==> config.mk <==
export PLATFORM = sky130hd
export DESIGN_NAME = wb_rr_arbiter
export DESIGN_NICKNAME = d
export VERILOG_FILES = /design/src/rtl/wb_pkg.sv /design/src/rtl/rr_priority_picker.sv /design/src/rtl/wb_rr_arbiter.sv
export SDC_FILE = /design/constraint.sdc
export NUM_CORES = 1
export LEC_CHECK = 0
export ABC_AREA = 1
export CAP_MARGIN = 20
export CORE_AREA = 2 2 208 210
export CTS_CLUSTER_SIZE = 28
export DETAILED_ROUTE_END_ITERATION = 8
export DIE_AREA = 0 0 210 212
export HOLD_SLACK_MARGIN = 0.1
export MAX_ROUTING_LAYER = met4
export PLACE_DENSITY_LB_ADDON = 0.05
export SLEW_MARGIN = 20
export SYNTH_ARGS = -nofsm -noshare
export SYNTH_HDL_FRONTEND = slang
export SYNTH_HIERARCHICAL = 1
export SYNTH_SLANG_ARGS = --single-unit
==> constraint.sdc <==
create_clock -name clk_i -period 3.09 [get_ports clk_i]
set_clock_uncertainty 0.2 [all_clocks]
set_input_delay 0.618 -clock clk_i [delete_from_list [all_inputs] [get_ports clk_i]]
set_output_delay 0.618 -clock clk_i [all_outputs]
set_load 0.005 [all_outputs]
==> src/rtl/wb_pkg.sv <==
// Shared Wishbone bus definitions: default widths, arbiter state type and a
// generic round-robin search reused by bus arbiters.
package wb_pkg;

  localparam int WB_ADDR_WIDTH = 25;
  localparam int WB_DATA_WIDTH = 64;
  localparam int RR_MAX_N      = 8;
  localparam int RR_IDX_W      = 3;

  typedef enum logic {
    IDLE,
    BUSY
  } arb_state_t;

  typedef struct packed {
    logic                vld;
    logic [RR_IDX_W-1:0] idx;
  } rr_pick_t;

  // First set bit of req at or after last+1, wrapping modulo n (n need not be a power of two).
  function automatic rr_pick_t rr_pick(input logic [RR_MAX_N-1:0] req,
                                       input logic [RR_IDX_W-1:0] last,
                                       input int                  n);
    rr_pick_t            res;
    logic [RR_IDX_W:0]   sum;
    res = '0;
    for (int i = 1; i <= RR_MAX_N; i++) begin
      if (i <= n) begin
        sum = {1'b0, last} + (RR_IDX_W+1)'(i);
        if (sum >= (RR_IDX_W+1)'(n)) sum = sum - (RR_IDX_W+1)'(n);
        if (!res.vld && req[sum[RR_IDX_W-1:0]]) begin
          res.vld = 1'b1;
          res.idx = sum[RR_IDX_W-1:0];
        end
      end
    end
    return res;
  endfunction

endpackage

==> src/rtl/rr_priority_picker.sv <==
// Combinational round-robin search over N requesters, starting after 'last'.
module rr_priority_picker
  import wb_pkg::*;
#(
  parameter int N  = 3,
  localparam int IW = $clog2(N)
) (
  input  logic [N-1:0]  req,
  input  logic [IW-1:0] last,
  output logic [IW-1:0] pick,
  output logic          valid
);

  rr_pick_t res;

  assign res   = rr_pick(RR_MAX_N'(req), RR_IDX_W'(last), N);
  assign pick  = IW'(res.idx);
  assign valid = res.vld;

endmodule

==> src/rtl/wb_rr_arbiter.sv <==
// Round-robin Wishbone classic-cycle arbiter: N masters share one slave port,
// grant held for the whole cyc and handed over back-to-back on release.
module wb_rr_arbiter
  import wb_pkg::*;
#(
  parameter int N_MASTERS  = 3,
  parameter int ADDR_WIDTH = WB_ADDR_WIDTH,
  parameter int DATA_WIDTH = WB_DATA_WIDTH,
  localparam int SEL_WIDTH = DATA_WIDTH / 8,
  localparam int IW        = $clog2(N_MASTERS)
) (
  input  logic                            clk_i,
  input  logic                            rst_i,
  input  logic [N_MASTERS*ADDR_WIDTH-1:0] m_adr_i,
  input  logic [N_MASTERS*DATA_WIDTH-1:0] m_dat_i,
  input  logic [N_MASTERS*SEL_WIDTH-1:0]  m_sel_i,
  input  logic [N_MASTERS-1:0]            m_we_i,
  input  logic [N_MASTERS-1:0]            m_cyc_i,
  input  logic [N_MASTERS-1:0]            m_stb_i,
  output logic [N_MASTERS-1:0]            m_ack_o,
  output logic [DATA_WIDTH-1:0]           m_dat_o,
  output logic [ADDR_WIDTH-1:0]           s_adr_o,
  output logic [DATA_WIDTH-1:0]           s_dat_o,
  output logic [SEL_WIDTH-1:0]            s_sel_o,
  output logic                            s_we_o,
  output logic                            s_cyc_o,
  output logic                            s_stb_o,
  input  logic                            s_ack_i,
  input  logic [DATA_WIDTH-1:0]           s_dat_i,
  output logic [N_MASTERS-1:0]            grant_o
);

  arb_state_t           state_q, state_d;
  logic [N_MASTERS-1:0] grant_q, grant_d;
  logic [IW-1:0]        last_q, last_d;
  logic [IW-1:0]        pick;
  logic                 pick_vld;

  // The current holder is masked out so a release re-arbitrates among the others.
  rr_priority_picker #(.N(N_MASTERS)) u_picker (
    .req   (m_cyc_i & ~grant_q),
    .last  (last_q),
    .pick  (pick),
    .valid (pick_vld)
  );

  always_comb begin
    state_d = state_q;
    grant_d = grant_q;
    last_d  = last_q;
    unique case (state_q)
      IDLE: begin
        if (pick_vld) begin
          grant_d = N_MASTERS'(1) << pick;
          last_d  = pick;
          state_d = BUSY;
        end
      end
      BUSY: begin
        // last_q always names the holder while BUSY.
        if (!m_cyc_i[last_q]) begin
          if (pick_vld) begin
            grant_d = N_MASTERS'(1) << pick;
            last_d  = pick;
          end else begin
            grant_d = '0;
            state_d = IDLE;
          end
        end
      end
      default: ;
    endcase
  end

  always_ff @(posedge clk_i) begin
    if (rst_i) begin
      state_q <= IDLE;
      grant_q <= '0;
      last_q  <= IW'(N_MASTERS - 1);
    end else begin
      state_q <= state_d;
      grant_q <= grant_d;
      last_q  <= last_d;
    end
  end

  always_comb begin
    s_adr_o = '0;
    s_dat_o = '0;
    s_sel_o = '0;
    for (int k = 0; k < N_MASTERS; k++) begin
      if (grant_q[k]) begin
        s_adr_o = m_adr_i[k*ADDR_WIDTH +: ADDR_WIDTH];
        s_dat_o = m_dat_i[k*DATA_WIDTH +: DATA_WIDTH];
        s_sel_o = m_sel_i[k*SEL_WIDTH +: SEL_WIDTH];
      end
    end
  end

  assign s_we_o  = |(grant_q & m_we_i);
  assign s_cyc_o = |(grant_q & m_cyc_i);
  assign s_stb_o = |(grant_q & m_stb_i);

  // A late slave ack after a handover only reaches a grantee that is strobing.
  assign m_ack_o = grant_q & m_stb_i & {N_MASTERS{s_ack_i}};
  assign m_dat_o = s_dat_i;
  assign grant_o = grant_q;

endmodule
==> summary.txt, run 1 <==
Detailed routing
  – Via count: 5504
  – Post-DR vias/cell: 3.49
  – Residual DRC: 0
  – DR iter-0 viols: 211
  – Post-DRT Antenna Nets: 0
  – Drt pass-1 iters: 4
  – Detailed Route WL: 27300 um
  – Routed WL per cell: 17.3 um

Power
  – Seq pwr share: 4.4%
  – Int Pwr: 2.95 mW
  – Logic pwr share: 91.7%
  – VDD IR-drop max: 0.182 mV
  – Switch Pwr: 2.63 mW
  – Clock power share: 3.9%
  – PD cells: 712 nW/um^2
  – Switching Share: 47.1%
  – Leakage: 2.88 nW

Synthesis
  – Top-area cell type share of the netlist area: 25.5%
  – Area leader, netlist: nand2_1
  – Synth top area cells: nand2_1 25%, a21oi_1 15%, buf_4 15%, nor2_1 12%, o21ai_1 12%
  – Syn_nets: 1089
  – Post-Synth Simple-Gate Area: 40.7%
  – Post-synthesis sequential area ratio: 3.47%
  – Distinct cells, synth: 20
  – Main combinational cell family by area after synthesis: simple AND/OR/NAND/NOR gates
  – Post-Synthesis Cells: 716
  – Number of synthesized register bits: 6
  – Avg Inst Size Synth: 4.84 sq um
  – Cell Area, Synth: 3460 sq um
  – Post-Synth XOR/XNOR Area: 0%
  – Post-synthesis compound-gate area fraction: 29.6%
  – Yosys warns: 6
  – Post-synthesis mux area share: 0%
  – Synth Area in Adders: 2.17%

Cells and area
  – Area of the multi-input gates: 2510 sq um
  – Area Growth Syn to Fin: 126%
  – Final core occ: 18.4%
  – Share of layout cells above drive strength 1: 2.92%
  – Most frequent cells in the layout: 408 x clkdlybuf4s50_1, 235 x nand2_1, 107 x nor2_1
  – Sequential cell area: 131 sq um
  – Most common cell after layout, fill and taps aside: clkdlybuf4s50_1
  – Layout Nets: 1402
  – # fillers: 4910

Setup path
  – Crit-path leading delay family: buffers and inverters
  – CP most frequent cell: clkdlybuf4s50_1
  – Crit path arrival time: 2090 ps
  – Startpoint Class: primary input
  – WP buf/inv: 2
  – CP max-delay cell: clkdlybuf4s50_1
  – Critical Path Max Stage Delay: 600 ps
  – Maximum fanout along the worst path: 1
  – Reg2Reg Depth: 13
  – Req. time, crit path: 2270 ps
  – Crit path kind: primary input to output port
  – CP endpoint kind: output port
  – CP Depth: 6
  – CP cell instances: clkdlybuf4s50_1, nand2_1, nor2_1, a21oi_1, o21ai_0, clkdlybuf4s50_1

Clocking
  – TritonCTS clock tree: built
  – Clk_lat worst skew: 230 ps
  – Cts hold-fix bufs: 0
  – Clock transition at path regs: 40 ps
  – Post_cts resized: 0
  – Clk sinks: 6
  – Clock root buffer: clkbuf_16
  – Worst-case clock buffer depth: 2
  – H-Tree Depth: 1
  – CTS Buf Count: 3
  – Post-CTS Setup Repair Bufs: 0

Min path
  – Worst hold path type: flop to flop
  – Worst hold stages: 3

Placement
  – Hpwl dp: 22800 um
  – IO buf count: 408
  – Placer congestion estimate: 0.722

Timing
  – Final setup viols: 0
  – Max Clock Freq: 0.344 GHz
  – Tcrit/Tclk final: 94.1%
  – Setup TNS Final: 0 ps
  – Final Max Tran Viols: 0
  – Max-slew headroom: 76.2%
  – Tmin final: 2910 ps
  – Final hold vios: 0
  – Worst slew pin tran: 357 ps
  – RSZ-0062 raised after global routing: false

GRT
  – Largest net degree at the start of global routing: 78
  – First-pass GRT wire length: 37500 um
  – Global Route Usage Sum: 11.7%
  – Grt total ovfl: 0
  – Antenna violations before repair: 4
  – Number of global-route vias before repair: 5488

Job
  – Max-Cap Viols: 0

Outcome
  – Status: finished clean

Floorplan
  – I/O pin count: 537
  – Initial Utilization: 8.15%
  – Full die area: 44500 sq um
  – DIE WIDTH: 210 um
  – Die H: 212 um
  – Core area: 42500 sq um
  – Core Rows: 76
## cells by family after synthesis
family          after synthesis
simple gates                363
compound gates              203
fa+ha+maj                     6
flops                         6
buf+inv                     138
## tightest hold or removal path, cell delays in order (launching register included)
cell     delay [ps]
dfxtp_1         320
a21oi_1          60
nand3_1          70
a21oi_1          60
## power by group through the flow
| stage | clock network [mW] | logic (mW) | registers (mW) |
|---|---|---|---|
| after global placement | 0 | 5.35 | 0.260 |
| after CTS | 0.223 | 5.31 | 0.260 |
| after floorplan | 0 | 2.35 | 0.139 |
| final | 0.218 | 5.11 | 0.247 |
| after global routing | 0.228 | 5.70 | 0.266 |
| after detailed placement | 0 | 5.28 | 0.260 |
## per-layer routing
| layer | global-route usage, % | vias up | part of all wire, % |
|---|---|---|---|
| met4 | 1.76 | 0 | 1.2 |
| met2 | 21.5 | 265 | 51 |
| met1 | 12.4 | 2336 | 38 |
| met3 | 3.94 | 20 | 9.3 |
| met5 | - | - | 0 |
| li1 | - | 2883 | - |
## state kept, by name, summed over array words and instances (netlist names)
| signal | flops |
|---|---|
| grant_o | 3 |
| state_q | 1 |
| last_q | 2 |
## metrics by stage
| step | total power [mW] | hold WS (ps) | area [sq um] | setup slack, ps | instances |
|---|---|---|---|---|---|
| 2_1_floorplan | 2.49 | 323 | 3460 | 852 | 716 |
| 3_3_place_gp | 5.61 | 368 | 7740 | 53.3 | 1570 |
| 3_5_place_dp | 5.54 | 351 | 7740 | 126 | 1570 |
| 4_1_cts | 5.79 | 360 | 7820 | 100 | 1574 |
| 5_1_grt | 6.19 | 426 | 7830 | 30.9 | 1578 |
| 6_report | 5.58 | 360 | 7830 | 182 | 1579 |
## final cells by class
class	instances	area share, %
clock buffers	4	1.01
inverters	19	0.911
multi-input cells	572	32.1
diodes	5	0.160
flip-flops and latches	6	1.68
repair buffers	427	55.4
well taps	546	8.72
## cell usage after synthesis
| cell | count |
|---|---|
| nand2_1 | 235 |
| nor2_1 | 107 |
| a21oi_1 | 104 |
| o21ai_1 | 80 |
| buf_4 | 68 |
| buf_2 | 40 |
| inv_1 | 19 |
| o21ai_0 | 18 |
| nand3_1 | 14 |
| buf_1 | 9 |
| dfxtp_1 | 6 |
| ha_1 | 6 |
| nand4_1 | 3 |
| a21oi_4 | 1 |
| buf_6 | 1 |
| clkbuf_1 | 1 |
| nand2_4 | 1 |
| nand3_2 | 1 |
| nor2_2 | 1 |
| nor2_4 | 1 |
## worst paths after layout
| kind | start | endpoint | slack [ps] |
|---|---|---|---|
| setup / recovery | m_sel_i[6] | s_sel_o[6] | 180 |
| hold / removal | state_q | grant_o[2] | 360 |
| setup reg to reg | last_q[0] | grant_o[0] | 660 |
| hold reg to reg | state_q | grant_o[2] | 360 |
No activity file was read; power rests on OpenSTA's default activity.
==> run 2: changes to the inputs <==
==> constraint.sdc (replaced) <==
create_clock -name clk_i -period 3.09 [get_ports clk_i]
set_clock_uncertainty 0.2 [all_clocks]
set_input_delay 0.618 -clock clk_i [delete_from_list [all_inputs] [get_ports clk_i]]
set_output_delay 0.618 -clock clk_i [all_outputs]
set_load 0.1 [all_outputs]
==> run 2 against run 1 <==
  * Setup slack improved by 320 ps
  * Final cell count barely moved
  * Highest routed layer unchanged
  * Non-clock buffer count fell by 1
  * Critical path depth did not move
  * Flip-flop and latch count did not move
  * Largest cell class unchanged
==> summary.txt, run 2 (synthesis results as in run 1) <==
Clocking
  – Clk sinks: 6 (unchanged)
  – Clk_lat worst skew: 230 ps (about the same)
  – H-Tree Depth: 1 (unchanged)
  – CTS Buf Count: 3 (unchanged)
  – Clock transition at path regs: 40 ps (about the same)
  – Post-CTS Setup Repair Bufs: 0 (unchanged)
  – Clock root buffer: clkbuf_16
  – Worst-case clock buffer depth: 2 (unchanged)
  – TritonCTS clock tree: built
  – Post_cts resized: 0 (unchanged)
  – Cts hold-fix bufs: 0 (unchanged)

Timing
  – Max-slew headroom: 66.6% (-9.6 points)
  – Tcrit/Tclk final: 83.9% (-10 points)
  – Setup TNS Final: 0 ps (unchanged)
  – Max Clock Freq: 0.386 GHz (+12%)
  – Worst slew pin tran: 501 ps (+144 ps)
  – RSZ-0062 raised after global routing: false
  – Final setup viols: 0 (unchanged)
  – Tmin final: 2590 ps (-316 ps)
  – Final hold vios: 0 (unchanged)
  – Setup ws final: 498 ps (+316 ps)
  – Final Max Tran Viols: 0 (unchanged)

Detailed routing
  – Drt pass-1 iters: 5 (+1)
  – Detailed Route WL: 25600 um (-6.3%)
  – DR iter-0 viols: 196 (-7.1%)
  – Routed WL per cell: 16.2 um (-6.2%)
  – Via count: 5643 (+2.5%)
  – Post-DRT Antenna Nets: 0 (unchanged)
  – Post-DR vias/cell: 3.58 (+2.6%)
  – Residual DRC: 0 (unchanged)

Floorplan
  – Die H: 212 um (unchanged)
  – Initial Utilization: 8.15% (unchanged)
  – Full die area: 44500 sq um (unchanged)
  – I/O pin count: 537 (unchanged)
  – Core area: 42500 sq um (unchanged)
  – DIE WIDTH: 210 um (unchanged)
  – Core Rows: 76 (unchanged)

Setup path
  – Crit-path leading delay family: flip-flops
  – Worst Setup SP: grant_o[0]
  – Req. time, crit path: 2270 ps (about the same)
  – CP max-delay cell: dfxtp_4
  – Maximum fanout along the worst path: 47 (+46)
  – Worst R2R Start: last_q[1]
  – CP endpoint kind: output port
  – Startpoint Class: flop
  – CP cell instances: buf_12, nand2_1, nor2_1, a21oi_1, o21ai_4, buf_12
  – Crit path arrival time: 1770 ps (-320 ps)
  – CP most frequent cell: buf_12
  – WP buf/inv: 2 (unchanged)
  – Critical Path Max Stage Delay: 530 ps (-70 ps)
  – Crit path kind: flop to output port

Min path
  – Worst hold path type: flop to flop
  – Worst hold start: state_q

Cells and area
  – Most common cell after layout, fill and taps aside: clkdlybuf4s50_1
  – Layout Nets: 1401 (-0.071%)
  – Area Growth Syn to Fin: 187%
  – Most frequent cells in the layout: 302 x clkdlybuf4s50_1, 235 x nand2_1, 110 x buf_12
  – Share of layout cells above drive strength 1: 23.1% (+20 points)
  – Final instance area: 9930 sq um (+27%)
  – Final core occ: 23.4% (+4.9 points)
  – Max FFs per register: 3 (unchanged)

GRT
  – Grt total ovfl: 0 (unchanged)
  – Antenna violations before repair: 4 (unchanged)
  – First-pass GRT wire length: 36600 um (-2.4%)
  – Largest net degree at the start of global routing: 94 (+21%)
  – Global Route Usage Sum: 11.1% (-0.60 points)
  – Number of global-route vias before repair: 5654 (+3.0%)

Outcome
  – Status: finished clean

Placement
  – Hpwl dp: 21300 um (-6.5%)
  – Pre-CTS setup slack: 331 ps (+205 ps)
  – Dpl cell area: 9840 sq um (+27%)
  – Placer congestion estimate: 0.715 (-1.1%)
  – IO buf count: 408 (unchanged)

Job
  – Max-Cap Viols: 0 (unchanged)
==> run 2: changes by cell type in the layout (fill, tap and decap cells not counted), sizes merged <==
cell and delta:
clkdlybuf4s50 -106, buf +105
==> run 2: layout make-up <==
type / instances / area (sq um)
inverters: 19 / 71.3
fillers: 4669 / 32600
well taps: 546 / 683
repair buffers: 426 / 5330
multi-input cells: 572 / 3620
flip-flops and latches: 6 / 131
clock buffers: 4 / 78.8
diodes: 5 / 12.5
==> run 2: final timing paths <==
kind,slack (ps),end,cells past startpoint
worst min-delay path,360,grant_o[2],3
worst max-delay path,500,s_adr_o[0],6
worst min register to register,360,grant_o[2],3
worst max register to register,560,grant_o[2],13
==> run 2: layer usage <==
metal | GRT usage [%] | vias up | routed length (um)
li1 | - | 2890 | -
met1 | 12.2 | 2455 | 10100
met2 | 19.8 | 282 | 13000
met3 | 4.02 | 16 | 2360
met4 | 1.10 | 0 | 210
met5 | - | - | 0
==> run 2: through the flow <==
| stage | instances | hold WS [ps] |
|---|---|---|
| 3_5_place_dp | 1569 | 342 |
| 5_1_grt | 1577 | 393 |
| 6_report | 1578 | 360 |
| 3_3_place_gp | 1569 | 359 |
| 2_1_floorplan | 716 | 316 |
| 4_1_cts | 1573 | 356 |
==> run 2: tightest hold or removal path: cells and delay by family (launching register included) <==
family / cells / cell delay (ps)
AO/OA/AOI/OAI: 2 / 120
flip-flops: 1 / 320
AND/OR/NAND/NOR: 1 / 70
Power of run 2 is left out: the tool's default activity adds up to more than one toggle a clock period on the data nets, which glitch-free logic cannot reach.
==> run 3: changes to the inputs <==
--- a/config.mk
+++ b/config.mk
@@ -7,10 +7,10 @@
 export LEC_CHECK = 0
 export ABC_AREA = 1
 export CAP_MARGIN = 20
-export CORE_AREA = 2 2 208 210
+export CORE_AREA = 2 2 210 212
 export CTS_CLUSTER_SIZE = 28
 export DETAILED_ROUTE_END_ITERATION = 8
-export DIE_AREA = 0 0 210 212
+export DIE_AREA = 0 0 212 214
 export HOLD_SLACK_MARGIN = 0.1
 export MAX_ROUTING_LAYER = met4
 export PLACE_DENSITY_LB_ADDON = 0.05
==> constraint.sdc (replaced) <==
create_clock -name clk_i -period 2.1 [get_ports clk_i]
set_clock_uncertainty 0.2 [all_clocks]
set_input_delay 0.42 -clock clk_i [delete_from_list [all_inputs] [get_ports clk_i]]
set_output_delay 0.42 -clock clk_i [all_outputs]
set_load 0.1 [all_outputs]
==> run 3 against run 2 <==
  * The flow now finishes with violations (negative setup slack)
  * Core utilization increased by 4.3 points
  * Sequential share of layout area decreased by 0.17 points
  * Final cell count up 6.8%
  * Setup slack lost 550 ps
  * Flip-flop and latch count stayed put
  * Worst hold slack better by 1.7 ps
  * Die area up 1.9%
  * Largest cell class unchanged
==> summary.txt, run 3 (synthesis results as in run 1) <==
Outcome
  – Status: finished with violations
  – Failing checks: negative setup slack

Setup path
  – CP most frequent cell: buf_12
  – Worst Setup SP: grant_o[0]
  – CP max-delay cell: dfxtp_4
  – Req. time, crit path: 1480 ps (-790 ps)
  – Crit path arrival time: 1530 ps (-240 ps)
  – CP endpoint kind: output port
  – Crit path kind: flop to output port
  – WP buf/inv: 3 (+1)
  – Critical Path Max Stage Delay: 390 ps (-140 ps)
  – Worst R2R Start: grant_o[0]
  – CP cell instances: buf_12, buf_12, nand2_2, nor2_2, a21oi_2, o21ai_4, buf_12
  – Crit-path leading delay family: buffers and inverters
  – Startpoint Class: flop
  – Maximum fanout along the worst path: 8 (-83%)

Detailed routing
  – Routed WL per cell: 17.8 um (+9.5%)
  – Post-DR vias/cell: 3.62 (+1.3%)
  – Via count: 6109 (+8.3%)
  – DR iter-0 viols: 159 (-19%)
  – Post-DRT Antenna Nets: 0 (unchanged)
  – Residual DRC: 0 (unchanged)
  – Drt pass-1 iters: 4 (-1)
  – Detailed Route WL: 30000 um (+17%)

Floorplan
  – I/O pin count: 537 (unchanged)
  – DIE WIDTH: 212 um (+0.95%)
  – Core area: 42900 sq um (+0.89%)
  – Die H: 214 um (+0.94%)
  – Core Rows: 76 (unchanged)
  – Full die area: 45400 sq um (+1.9%)
  – Initial Utilization: 8.08% (-0.072 points)

Timing
  – Tcrit/Tclk final: 102%
  – Setup ws final: -48.7 ps (-547 ps)
  – Tmin final: 2150 ps
  – Worst slew pin tran: 437 ps (-63.8 ps)
  – Final setup viols: 51 (+51)
  – Final hold vios: 0 (unchanged)
  – WHS: 362 ps (+1.73 ps)
  – RSZ-0062 raised after global routing: true
  – Max-slew headroom: 70.8% (+4.2 points)
  – Final Max Tran Viols: 0 (unchanged)
  – Max Clock Freq: 0.465 GHz

Clocking
  – H-Tree Depth: 1 (unchanged)
  – Clk_lat worst skew: 230 ps (about the same)
  – Clk sinks: 6 (unchanged)
  – Worst-case clock buffer depth: 2 (unchanged)
  – TritonCTS clock tree: built
  – Cts hold-fix bufs: 0 (unchanged)
  – CTS Buf Count: 3 (unchanged)
  – Clock transition at path regs: 30 ps (about the same)
  – Clock root buffer: clkbuf_16

Min path
  – Worst hold path type: flop to flop
  – Worst hold start: state_q

Placement
  – Pre-CTS setup slack: -339 ps (-669 ps)
  – Hpwl dp: 23900 um (+12%)
  – IO buf count: 408 (unchanged)
  – Placer congestion estimate: 0.758 (+6.1%)

Job
  – Max-Cap Viols: 0 (unchanged)

Cells and area
  – Layout Nets: 1466 (+4.6%)
  – Max FFs per register: 3 (unchanged)
  – # fillers: 4608 (-1.3%)
  – Most common cell after layout, fill and taps aside: clkdlybuf4s50_1
  – Most frequent cells in the layout: 295 x clkdlybuf4s50_1, 197 x nand2_1, 125 x buf_12
  – Share of layout cells above drive strength 1: 46.0% (+23 points)
  – Area Growth Syn to Fin: 242%
  – Area of the multi-input gates: 4420 sq um (+22%)
  – Sequential cell area: 136 sq um (+3.8%)

GRT
  – Grt total ovfl: 0 (unchanged)
  – Number of global-route vias before repair: 6171 (+9.1%)
  – Global Route Usage Sum: 12.6% (+1.5 points)
  – Antenna violations before repair: 9 (+5)
  – First-pass GRT wire length: 41800 um (+14%)
  – Largest net degree at the start of global routing: 37 (-61%)
run 3: path summary, 6_finish.rpt:
| path | endpoint | slack, ps | cells past startpoint |
|---|---|---|---|
| setup / recovery | s_dat_o[46] | -50 | 7 |
| hold / removal | grant_o[2] | 360 | 3 |
| setup reg to reg | grant_o[2] | 0 | 13 |
| hold reg to reg | grant_o[2] | 360 | 3 |
run 3: stage by stage:
stage	utilization [%]	instance area (sq um)	instances	TNS [ps]
floorplan	-	4890	716	-16620
global placement	24.7	10600	1647	-2000
detailed placement	24.7	10600	1647	-2060
CTS	26.1	11200	1667	-5290
global route	27.6	11800	1685	-7820
finish	27.6	11900	1686	-899
run 3: timing repair:
action | in CTS | in global routing
cloned | 7 | 4
setup buffers | 10 | 10
pin swaps | 20 | 39
gates resized for setup | 67 | 166
endpoints found under the setup margin | 100 | 104
run 3: routing by layer:
metal  part of all wire, %  up-vias  GRT usage [%]
met5                     0        -              -
met4                  0.39        0          0.845
met3                   9.4       12           4.74
met2                    53      244           23.4
met1                    37     2840           13.0
li1                      -     3013              -
run 3: layout make-up:
| class | count | share of cell area, % |
|---|---|---|
| repair buffers | 491 | 53.9 |
| flip-flops and latches | 6 | 1.15 |
| well taps | 585 | 6.18 |
| inverters | 19 | 0.623 |
| clock buffers | 4 | 0.665 |
| multi-input cells | 572 | 37.3 |
| diodes | 9 | 0.190 |
run 3: tightest hold or removal path, cell delays in order (launching register included):
cell and delay (ps):
dfxtp_1 320, a21oi_1 70, nand3_1 90, a21oi_2 50
Power of run 3 is left out for the same reason.
